===== src/rtl/rr_switch_allocator_if.sv =====
// Request/grant bundle between the input buffers, the allocator and the crossbar.
// slave is the allocator side; master is the buffer/downstream side that drives requests.
interface rr_switch_allocator_if #(
   parameter int unsigned IN_N      = 5,
   parameter int unsigned OUT_M     = 5,
   parameter int unsigned FLIT_ID_W = 2
);
   localparam int unsigned SelW = (IN_N > 1) ? $clog2(IN_N) : 1;
   localparam int unsigned DstW = (OUT_M > 1) ? $clog2(OUT_M) : 1;

   logic [IN_N-1:0]           req_valid_i;
   logic [IN_N*DstW-1:0]      req_dst_i;
   logic [IN_N*FLIT_ID_W-1:0] flit_id_i;
   logic [OUT_M-1:0]          out_ready_i;
   logic [IN_N-1:0]           grant_o;
   logic [OUT_M*SelW-1:0]     sel_o;
   logic [OUT_M-1:0]          out_valid_o;

   modport slave (
      input  req_valid_i,
      input  req_dst_i,
      input  flit_id_i,
      input  out_ready_i,
      output grant_o,
      output sel_o,
      output out_valid_o
   );

   modport master (
      output req_valid_i,
      output req_dst_i,
      output flit_id_i,
      output out_ready_i,
      input  grant_o,
      input  sel_o,
      input  out_valid_o
   );
endinterface


===== src/rtl/rr_switch_allocator.sv =====
// Per-output wormhole switch allocator. Round-robin among head flits on an idle output,
// then the output stays locked to the winner until its tail flit transfers. Outputs are
// combinational from the request inputs and the registered per-output state.
// OUT_M must equal IN_N so the select bus matches the downstream crossbar.
module rr_switch_allocator #(
   parameter int unsigned IN_N      = 5,
   parameter int unsigned OUT_M     = 5,
   parameter int unsigned FLIT_ID_W = 2
) (
   input  logic                clk_i,
   input  logic                rst_ni,
   rr_switch_allocator_if.slave bus
);
   localparam int unsigned SelW = (IN_N > 1) ? $clog2(IN_N) : 1;
   localparam int unsigned DstW = (OUT_M > 1) ? $clog2(OUT_M) : 1;

   typedef enum logic [0:0] {StIdle, StLocked} state_e;

   state_e          state_q [OUT_M];
   state_e          state_d [OUT_M];
   logic [SelW-1:0] owner_q [OUT_M];
   logic [SelW-1:0] owner_d [OUT_M];
   logic [SelW-1:0] rr_q    [OUT_M];
   logic [SelW-1:0] rr_d    [OUT_M];

   logic [DstW-1:0] dst   [IN_N];
   logic [IN_N-1:0] head;
   logic [IN_N-1:0] tail;

   logic [IN_N-1:0]       grant;
   logic [OUT_M-1:0]      out_valid;
   logic [OUT_M*SelW-1:0] sel;

   // Unpack the per-input destination and flit-ID fields.
   always_comb begin
      head = '0;
      tail = '0;
      for (int n = 0; n < IN_N; n++) begin
         dst[n]  = bus.req_dst_i[n*DstW +: DstW];
         head[n] = bus.flit_id_i[n*FLIT_ID_W + 1];
         tail[n] = bus.flit_id_i[n*FLIT_ID_W];
      end
   end

   // Per-output arbitration, lock tracking and next-state computation.
   always_comb begin
      logic [IN_N-1:0] cand;
      logic            found;
      logic [SelW-1:0] win;
      logic [SelW:0]   sum;
      logic [SelW-1:0] idx;
      logic [SelW-1:0] sel_m;

      grant     = '0;
      out_valid = '0;
      sel       = '0;
      cand      = '0;
      found     = 1'b0;
      win       = '0;
      sum       = '0;
      idx       = '0;
      sel_m     = '0;

      for (int m = 0; m < OUT_M; m++) begin
         state_d[m] = state_q[m];
         owner_d[m] = owner_q[m];
         rr_d[m]    = rr_q[m];
         sel_m      = owner_q[m];
         found      = 1'b0;
         win        = '0;

         for (int n = 0; n < IN_N; n++) begin
            cand[n] = bus.req_valid_i[n] & head[n] & (dst[n] == DstW'(m));
         end

         unique case (state_q[m])
            StIdle: begin
               // Scan rr_ptr, rr_ptr+1, ... modulo IN_N; first candidate wins.
               for (int k = 0; k < IN_N; k++) begin
                  sum = {1'b0, rr_q[m]} + (SelW+1)'(k);
                  if (sum >= (SelW+1)'(IN_N)) begin
                     sum = sum - (SelW+1)'(IN_N);
                  end
                  idx = sum[SelW-1:0];
                  if (!found && cand[idx]) begin
                     found = 1'b1;
                     win   = idx;
                  end
               end
               if (bus.out_ready_i[m] && found) begin
                  grant[win]   = 1'b1;
                  out_valid[m] = 1'b1;
                  sel_m        = win;
                  owner_d[m]   = win;
                  rr_d[m]      = (win == SelW'(IN_N - 1)) ? '0 : win + 1'b1;
                  // A single-flit packet releases the output immediately.
                  state_d[m]   = tail[win] ? StIdle : StLocked;
               end
            end
            StLocked: begin
               if (bus.req_valid_i[owner_q[m]] && bus.out_ready_i[m]) begin
                  grant[owner_q[m]] = 1'b1;
                  out_valid[m]      = 1'b1;
                  if (tail[owner_q[m]]) begin
                     state_d[m] = StIdle;
                  end
               end
            end
            default: begin
               state_d[m] = StIdle;
            end
         endcase

         sel[m*SelW +: SelW] = sel_m;
      end
   end

   // Outputs are forced low while reset is held, independent of the request inputs.
   always_comb begin
      bus.grant_o     = rst_ni ? grant : '0;
      bus.out_valid_o = rst_ni ? out_valid : '0;
      bus.sel_o       = rst_ni ? sel : '0;
   end

   // Per-output state registers; a reset drops any lock in progress.
   always_ff @(posedge clk_i or negedge rst_ni) begin
      if (!rst_ni) begin
         for (int m = 0; m < OUT_M; m++) begin
            state_q[m] <= StIdle;
            owner_q[m] <= '0;
            rr_q[m]    <= '0;
         end
      end else begin
         for (int m = 0; m < OUT_M; m++) begin
            state_q[m] <= state_d[m];
            owner_q[m] <= owner_d[m];
            rr_q[m]    <= rr_d[m];
         end
      end
   end
endmodule


===== src/flat_wrapper.sv =====
// flat-port wrapper written by rule: the top's interface ports become plain ports
module rr_switch_allocator_flat 
#(
   parameter int unsigned IN_N      = 5,
   parameter int unsigned OUT_M     = 5,
   parameter int unsigned FLIT_ID_W = 2
)
  (clk_i, rst_ni, bus_req_valid_i, bus_req_dst_i, bus_flit_id_i, bus_out_ready_i, bus_grant_o, bus_sel_o, bus_out_valid_o);
  rr_switch_allocator_if #(.IN_N(IN_N), .OUT_M(OUT_M), .FLIT_ID_W(FLIT_ID_W)) bus_i ();
  input  logic clk_i;
  input  logic rst_ni;
  input wire logic [$bits(bus_i.req_valid_i)-1:0] bus_req_valid_i;
  input wire logic [$bits(bus_i.req_dst_i)-1:0] bus_req_dst_i;
  input wire logic [$bits(bus_i.flit_id_i)-1:0] bus_flit_id_i;
  input wire logic [$bits(bus_i.out_ready_i)-1:0] bus_out_ready_i;
  output wire logic [$bits(bus_i.grant_o)-1:0] bus_grant_o;
  output wire logic [$bits(bus_i.sel_o)-1:0] bus_sel_o;
  output wire logic [$bits(bus_i.out_valid_o)-1:0] bus_out_valid_o;
  assign bus_i.req_valid_i = bus_req_valid_i;
  assign bus_i.req_dst_i = bus_req_dst_i;
  assign bus_i.flit_id_i = bus_flit_id_i;
  assign bus_i.out_ready_i = bus_out_ready_i;
  assign bus_grant_o = bus_i.grant_o;
  assign bus_sel_o = bus_i.sel_o;
  assign bus_out_valid_o = bus_i.out_valid_o;
  rr_switch_allocator #(.IN_N(IN_N), .OUT_M(OUT_M), .FLIT_ID_W(FLIT_ID_W)) u_core (.clk_i(clk_i), .rst_ni(rst_ni), .bus(bus_i));
endmodule

===== config.mk =====
export PLATFORM = sky130hd
export DESIGN_NAME = rr_switch_allocator_flat
export DESIGN_NICKNAME = d
export VERILOG_FILES = /design/src/rtl/rr_switch_allocator_if.sv /design/src/rtl/rr_switch_allocator.sv /design/src/flat_wrapper.sv
export SDC_FILE = /design/constraint.sdc
export NUM_CORES = 1
export LEC_CHECK = 0
export CAP_MARGIN = 10
export CORE_MARGIN = 3
export CORE_UTILIZATION = 53
export DETAILED_ROUTE_END_ITERATION = 8
export DONT_BUFFER_PORTS = 1
export GPL_TIMING_DRIVEN = 0
export MAX_ROUTING_LAYER = met4
export PLACE_DENSITY = 0.68
export SKIP_CTS_REPAIR_TIMING = 1
export SYNTH_ARGS = -nofsm -noshare
export SYNTH_HDL_FRONTEND = slang
export SYNTH_SLANG_ARGS = --single-unit

===== constraint.sdc =====
create_clock -name clk_i -period 10.2 [get_ports clk_i]
set_input_delay 2.55 -clock clk_i [delete_from_list [all_inputs] [get_ports clk_i]]
set_output_delay 2.55 -clock clk_i [all_outputs]
set_load 0.02 [all_outputs]

======== Word level (Yosys, flattened, before mapping) ========
Cells that the tools add are included.
storage, ports and cells
  output and inout bits ................... 25
  bits of input ports ..................... 37
  logic and storage cells ................. 576
  flip-flop bits (word level) ............. 35
cells by class
  muxes and demuxes ....................... 303
  magnitude comparators ................... 70
  reduce and logical (&&, ||, !) cells .... 70
  eq/ne operators ......................... 25
  add/subtract/negate cells ............... 50
  bitwise operators ....................... 43
operator list
  kind                   number
  $mux W3                95
  $lt A3 B4 Y1 const B   35
  $mux W1                130
  $bmux W1 S3            40
  $ge A4 B3 Y1 const B   20
  $sub A3 B3 Y3 const B  25
  $mux W5                12
  $pmux W5 S2            5
  $add A3 B2 Y4 const B  10
  $logic_and A1 B1 Y1    40
  $or A5 B5 Y5           8
  $and A1 B1 Y1          30
  $demux W1 S3           10
  $eq A3 B2 Y1 const B   10
  $eq A3 B3 Y1 const B   10
  $ge A3 B1 Y1 const B   10
  $add A3 B1 Y4 const B  5
  $add A3 B3 Y4 const B  5
  $logic_not A1 Y1       20
  $pmux W1 S2            10
  $add A3 B1 Y3 const B  5
  $eq A3 B1 Y1 const B   5
  $ge A3 B3 Y1 const B   5
  $logic_not A3 Y1       5
  3 further kinds        11

======== Longest topological paths before layout ========
Gate-level depths: netlist of run 1.
  depth after elaboration ................. 42
  depth in mapped cells ................... 20
  gate-level depth less buffers ........... 17

======== Worst setup path after synthesis of run 1 ========
OpenSTA, ideal clock, no wires.
  path type ............................... input-to-output
  from .................................... input port bus_req_valid_i[2]
  to ...................................... output port bus_grant_o[0]
  path buffers ............................ 2
  setup slack ............................. 2.287 ns
  stages on the path ...................... 12
  required time ........................... 7.650 ns
  arrival ................................. 5.363 ns
  cell sequence ........................... buf_2 and4b_1 and3_1 o21ai_1 a41oi_1 or2_1 or4_1 nor4b_1 and3b_1 buf_2 or3_1 a41oi_2
on the way
  word-level cells in the longest chain between the ends .. 41
  elaborated cells between the ends (all ways) .. 245
  classes of those cells .................. order compare: 10; mux: 166; bitwise: 14; reduce/logical: 55
RTL lines
  element                        RTL line                                               text
  start: declaration             flat_wrapper.sv:12                                     input wire logic [$bits(bus_i.req_valid_i)-1:0] bus_req_valid_i;
  $and A1 B1 Y1 (2 in series)    rr_switch_allocator.sv:73                              cand[n] = bus.req_valid_i[n] & head[n] & (dst[n] == DstW'(m));
  $bmux W1 S3                    rr_switch_allocator.sv:85                              if (!found && cand[idx]) begin
  $mux W1 (implied by the code)  rr_switch_allocator.sv:85
  $mux W1                        rr_switch_allocator.sv:85
  $mux W1                        rr_switch_allocator.sv:76                              unique case (state_q[m])
  $logic_not A1 Y1               rr_switch_allocator.sv:85
  $logic_and A1 B1 Y1            rr_switch_allocator.sv:85
  $mux W1                        rr_switch_allocator.sv:85
  [... 24 more ...]              -
  $pmux W5 S2                    rr_switch_allocator.sv:76
  $or A5 B5 Y5 (no line)         -
  $mux W5 (on tied branches)     rr_switch_allocator.sv:101, rr_switch_allocator.sv:90
  $pmux W5 S2                    rr_switch_allocator.sv:76
  $or A5 B5 Y5 (no line)         -
  $mux W5 (on tied branches)     rr_switch_allocator.sv:101, rr_switch_allocator.sv:90
  $pmux W5 S2 (*)                rr_switch_allocator.sv:76
  $mux W5 (*)                    rr_switch_allocator.sv:120                             bus.grant_o = rst_ni ? grant : '0;
  end: declaration               flat_wrapper.sv:16                                     output wire logic [$bits(bus_i.grant_o)-1:0] bus_grant_o;
Mark *: on every way between the ends. The rest lies on a longest branch, timed or not. The select of a mux whose other input is x is not followed.

======== Worst setup path in the final report of run 1 ========
  from .................................... input port bus_req_dst_i[1]
  to ...................................... output port bus_grant_o[3]
on the way
  word-level cells in the longest chain between the ends .. 41
  elaborated cells between the ends (all ways) .. 233
  classes of those cells .................. order compare: 10; eq/ne: 4; mux: 155; bitwise: 13; reduce/logical: 51
RTL lines
  element                        RTL line                                               text
  start: declaration             flat_wrapper.sv:13                                     input wire logic [$bits(bus_i.req_dst_i)-1:0] bus_req_dst_i;
  $logic_not A3 Y1               rr_switch_allocator.sv:73
  $and A1 B1 Y1                  rr_switch_allocator.sv:73
  $bmux W1 S3                    rr_switch_allocator.sv:85
  $mux W1 (implied by the code)  rr_switch_allocator.sv:85
  $mux W1                        rr_switch_allocator.sv:85
  $mux W1                        rr_switch_allocator.sv:76
  $logic_not A1 Y1               rr_switch_allocator.sv:85
  $logic_and A1 B1 Y1            rr_switch_allocator.sv:85
  [... 25 more ...]              -
  $pmux W5 S2                    rr_switch_allocator.sv:76
  $or A5 B5 Y5 (no line)         -
  $mux W5 (on tied branches)     rr_switch_allocator.sv:101, rr_switch_allocator.sv:90
  $pmux W5 S2                    rr_switch_allocator.sv:76
  $or A5 B5 Y5 (no line)         -
  $mux W5 (on tied branches)     rr_switch_allocator.sv:101, rr_switch_allocator.sv:90
  $pmux W5 S2 (*)                rr_switch_allocator.sv:76
  $mux W5 (*)                    rr_switch_allocator.sv:120
Marked as above.

==> metrics, run 1 <==
run status finished, final reports clean; area delta synth->final 4.69%; Max Cap Violations 0; die area 0.0186 mm²; CTS tree yes; Routed WL 31100 µm; most frequent CP cell o21ai_0; initial antenna violation count 1; WL/cell 21.2 µm; Routed Antenna Nets 0; CTS Root Cell clkbuf_16; Crit Path Class input pin to output pin; Post-synth top cells nand2_1 (94), nor2_1 (81), a21oi_1 (71), nor3_1 (69), o21ai_0 (67); vias in the first global route 9103; Reg clk slew, reported paths 0.06 ns; largest net degree at the start of global routing 40; Synth top area share 0.0974; Critical Path Source Type input pin; H-tree depth 2; Post-Syn Area 0.00900 mm²; leak pwr 0.00370 µW; Initial DRC Count 1013; Synth Net Count 1329; Mapped Avg Cell Area 7.27 µm²; gr usage total 0.337; Synth area leaders dfrtp_1 (9.7%), ha_1 (6.8%), a21oi_1 (3.9%); Final Instance Area 0.00942 mm²; vias per std cell 6.86; Worst EP arrival 6.54 ns; max incr delay on CP 0.64 ns; Rows 47; max-slew violation count 0; worst hold path type flip-flop to flip-flop; Clock Skew 0.00861 ns; multi-input logic area 0.00753 mm²; ys async rst share 1.00; routed vias 10.1k; Util after Layout 0.568; Die W 136 µm; Yosys top cell by area dfrtp_1; area post-placement 0.00927 mm²; first-pass GRT wire length 48900 µm; Initial Util 0.542; CTS sink count 35; most common cell in the netlist nand2_1; gr ovfl total 0; Worst VDD drop 0.191 mV; Worst path slowest cell a41oi_1; overall power 3200 µW; fin crit period 9.09 ns; FMAX 110 MHz; Cells after Synth 1238; Tcrit/Tclk final 0.891; Die Span Y 136 µm; IO buf count 0; Slew @ Worst Pin 0.886 ns; crit path max fanout 10; CP endpoint kind output pin; clock latency on the worst-skew pair 0.29 ns; # IOs 62; DR pass1 iterations 5; cts bufs inserted 5; number of synthesized flops with an enable pin 0; Synth Flop Type dfrtp_1; crit-path cells buf_2 > or3b_2 > nor3b_1 > nand2_1 > a311oi_1 > nor2_1 > a41oi_2 > o21ai_0 > a21oi_1 > o21ai_0 > a41oi_1; gpl congestion 0.978; final setup TNS 0 ns; P per Cell Area 340 mW/mm²; RSZ-0062 raised after global routing no; Synth cell types 111; Seq/Total Area, Yosys 0.0974; filler instances 1679; Finished Layout Cells 1468; Hold Vio Cnt, Final 0; Synth Register Bits 35; drt drc 0; CP required 7.65 ns; Max clock buf depth 2; Layout Nets 1336; Slew headroom 0.404; Placed Cells 1458; Core Area 0.0166 mm²; detailed placement HPWL 24500 µm; Yosys warnings 0; register area 876 µm²; layout cells sized above 1 0.101; setup violators final 0
-- metrics by stage --
| step | hold WS, ns | setup slack (ns) |
|---|---|---|
| global placement | 0.526 | 1.21 |
| global route | 0.605 | 0.848 |
| floorplan | 0.493 | 2.29 |
| finish | 0.554 | 1.11 |
| detailed placement | 0.535 | 1.21 |
| CTS | 0.549 | 1.22 |
-- metal layers --
layer  vias to the layer above  share of wire  global-route usage
met2                       499           0.46               0.542
met3                       107          0.081              0.0492
li1                       4767              -                   -
met5                         -              0                   -
met1                      4691           0.42               0.431
met4                         0          0.045               0.122
-- final timing paths --
path | depth (start not counted) | end | from | slack, ns
min in group asynchronous | 0 | u_core.state_q[3] | rst_ni | 1.95
worst min register to register | 2 | u_core.state_q[0] | u_core.state_q[0] | 0.55
worst min-delay path | 2 | u_core.state_q[0] | u_core.state_q[0] | 0.55
worst max register to register | 13 | u_core.rr_q[14] | u_core.rr_q[13] | 5.26
worst max-delay path | 11 | bus_grant_o[3] | bus_req_dst_i[1] | 1.11
max in group asynchronous | 0 | u_core.rr_q[12] | rst_ni | 8.15
-- placed cells by master, fill, tap and decap left out, types with 34 or more instances in the layout --
cell	instances
nor2_1	81
a21oi_1	71
o21ai_0	67
dfrtp_1	35
mux2i_1	34
ha_1	49
nand3_1	45
clkbuf_1	36
nand2_1	94
nor3_1	69
inv_1	66
-- logic make-up (layout without fill, tap and decap cells) --
family,count (synthesis),after routing,share of synthesized area
xor+xnor,24,24,0.0234
flops,35,35,0.0974
simple gates,524,524,0.325
compound gates,407,407,0.336
buf+inv,139,147,0.0658
fa+ha+maj,54,54,0.0793
mux,55,55,0.0733
other cells,0,2,0
-- worst max-delay path, delay by kind of cell --
family / cells / cell delay (ns)
and+or+nand+nor: 4 / 1.39
buffers and inverters: 1 / 0.17
AOI/OAI and AO/OA: 6 / 2.40
-- flip-flops by register name, indices dropped and copies added, names as in the netlist --
register        cells
u_core.state_q      5
u_core.owner_q     15
u_core.rr_q        15
-- final cells by class --
cell class | count | share of cell area
multi-input combinational | 1064 | 0.799
sequential | 35 | 0.0930
buffer | 70 | 0.0351
tap | 220 | 0.0292
inverter | 69 | 0.0278
clock buffer | 6 | 0.0137
clock inverter | 2 | 0.00133
antenna | 2 | 0.000531
-- power breakdown --
group | internal, µW | switching [µW] | leakage (µW)
sequential | 197 | 84.3 | 0.000444
combinational | 1010 | 1760 | 0.00319
clock | 90.3 | 64.4 | 0.0000669
No activity file was read; power rests on OpenSTA's default activity.
==> run 2: changes to the inputs <==
--- a/config.mk
+++ b/config.mk
@@ -5,6 +5,7 @@
 export SDC_FILE = /design/constraint.sdc
 export NUM_CORES = 1
 export LEC_CHECK = 0
+export ABC_AREA = 1
 export CAP_MARGIN = 10
 export CORE_MARGIN = 3
 export CORE_UTILIZATION = 53
==> run 2 against run 1 <==
- worst setup slack improved by 1.1 ns
- global-route usage decreased by 3.5 points
- register-to-register slack improved by 1.1 ns
- largest cell class unchanged
- worst hold slack improved by 0.027 ns
- first-iteration DRC count down 25%
- cell count up 8.1%
- area after synthesis down 11%
- via count down 8.9%
==> metrics, run 2 <==
run status finished, final reports clean; Initial DRC Count 755; Yosys warnings 0; max-slew violation count 0; Clock Skew 0.00541 ns; largest net degree at the start of global routing 41; Synth top area share 0.190; WL/cell 15.4 µm; WL met3 1770 µm; most common cell after layout, fill and taps aside nand2_1; FMAX 125 MHz; Rows 44; Mapped Avg Cell Area 5.72 µm²; vias per std cell 5.78; met2 wire length 11100 µm; first-pass GRT wire length 40100 µm; CTS Root Cell clkbuf_16; Post-synth top cells nand2_1 (403), nand3_1 (204), inv_1 (190), nor2_1 (95), o21ai_0 (59); Cells after Synth 1395; gr usage total 0.302; Max clock buf depth 2; cts bufs inserted 5; DR pass1 iterations 5; RSZ-0062 raised after global routing no; CTS tree yes; area delta synth->final 5.11%; Routed Antenna Nets 0; layout cells sized above 1 0.0870; drt drc 0; Seq/Total Area, Yosys 0.110; most frequent cells in the layout nand2_1 (403), nand3_1 (204), inv_1 (190), nor2_1 (95), o21ai_0 (59); Core Area 0.0146 mm²; detailed placement HPWL 19900 µm; worst hold path type flip-flop to flip-flop; Reg clk slew, reported paths 0.07 ns; Hold Vio Cnt, Final 0; # IOs 62; most common cell in the netlist nand2_1; CP required 7.65 ns; Tcrit/Tclk final 0.787; die area 0.0166 mm²; Synth area leaders nand2_1 (19%), nand3_1 (13%), dfrtp_1 (11%); CP endpoint kind output pin; routed vias 9167; initial antenna violation count 0; IO buf count 0; Util after Layout 0.573; register area 876 µm²; number of synthesized flops with an enable pin 0; Crit Path Class input pin to output pin; final setup TNS 0 ns; clock latency on the worst-skew pair 0.29 ns; CTS sink count 35; Highest Signal Layer met4; ys async rst share 1.00; H-tree depth 2; Synth cell types 55; Slew @ Worst Pin 1.14 ns; Worst EP arrival 5.48 ns; M1 WL 10900 µm; filler instances 1521; Synth Flop Type dfrtp_1; Initial Util 0.545; setup violators final 0; R2R depth 17; Synth Register Bits 35; Routed WL 24500 µm; Die Span Y 129 µm; Synth Net Count 1486; gr ovfl total 0; Slew headroom 0.235; crit path max fanout 8; gpl congestion 0.989; Critical Path Source Type input pin; Hold Crit Depth 2; multi-input logic area 0.00617 mm²; Max Cap Violations 0; top flop regs u_core.owner_q (15), u_core.rr_q (15), u_core.state_q (5); Yosys top cell by area nand2_1; fin crit period 8.03 ns; vias in the first global route 8292; Post-Syn Area 0.00798 mm²; Layout Nets 1493; antenna fix cells 0; Die W 129 µm
[run 2: layer usage]
layer / global-route usage / up-vias
met5: - / -
met1: 0.400 / 4109
li1: - / 4663
met3: 0.0365 / 56
met4: 0.0766 / 0
met2: 0.491 / 339
[run 2: worst paths after layout]
| path | slack (ns) | start | endpoint |
|---|---|---|---|
| worst max-delay path | 2.17 | bus_req_valid_i[0] | bus_grant_o[0] |
| worst min-delay path | 0.58 | u_core.state_q[4] | u_core.state_q[4] |
| worst max register to register | 6.32 | u_core.rr_q[6] | u_core.rr_q[6] |
| worst min register to register | 0.58 | u_core.state_q[4] | u_core.state_q[4] |
| max in group asynchronous | 8.16 | rst_ni | u_core.state_q[1] |
| min in group asynchronous | 1.95 | rst_ni | u_core.owner_q[7] |
[run 2: logic make-up after synthesis]
group	Yosys count	synth area share
buffers and inverters	234	0.117
adders and majority gates	54	0.0894
xor gates and xnor gates	17	0.0220
DFF	35	0.110
AOI/OAI and AO/OA	194	0.145
and+or+nand+nor	861	0.517
[run 2: area by class of cell]
type	instances	area share
buffer	19	0.0146
clock buffer	6	0.0166
multi-input combinational	1126	0.736
clock inverter	2	0.00463
sequential	35	0.104
inverter	215	0.0966
tap	184	0.0275
[run 2: worst max-delay path, stage by stage]
cell and delay, ns:
buf_2 0.19, nand3_1 0.15, nor3_1 0.82, o211ai_1 0.24, nand2_1 0.13, nand2_2 0.07
nand2_4 0.11, nor2_1 0.06, nand2_1 0.06, nand3_1 0.09, nand2_2 0.14, nand3_4 0.14
nor2_1 0.16, nand2_1 0.07, a21oi_1 0.47
[run 2: stage by stage]
step,hold WS (ns),setup slack (ns),std cells,area [µm²]
6_report,0.581,2.17,1587,8380
5_1_grt,0.606,1.97,1587,8380
4_1_cts,0.576,2.23,1587,8380
3_5_place_dp,0.562,2.24,1579,8210
3_3_place_gp,0.573,2.26,1579,8210
2_1_floorplan,0.507,3.11,1395,7980
Power of run 2 is not shown: default switching activity piles up to over one toggle a cycle in this logic, so the estimate is an artifact.
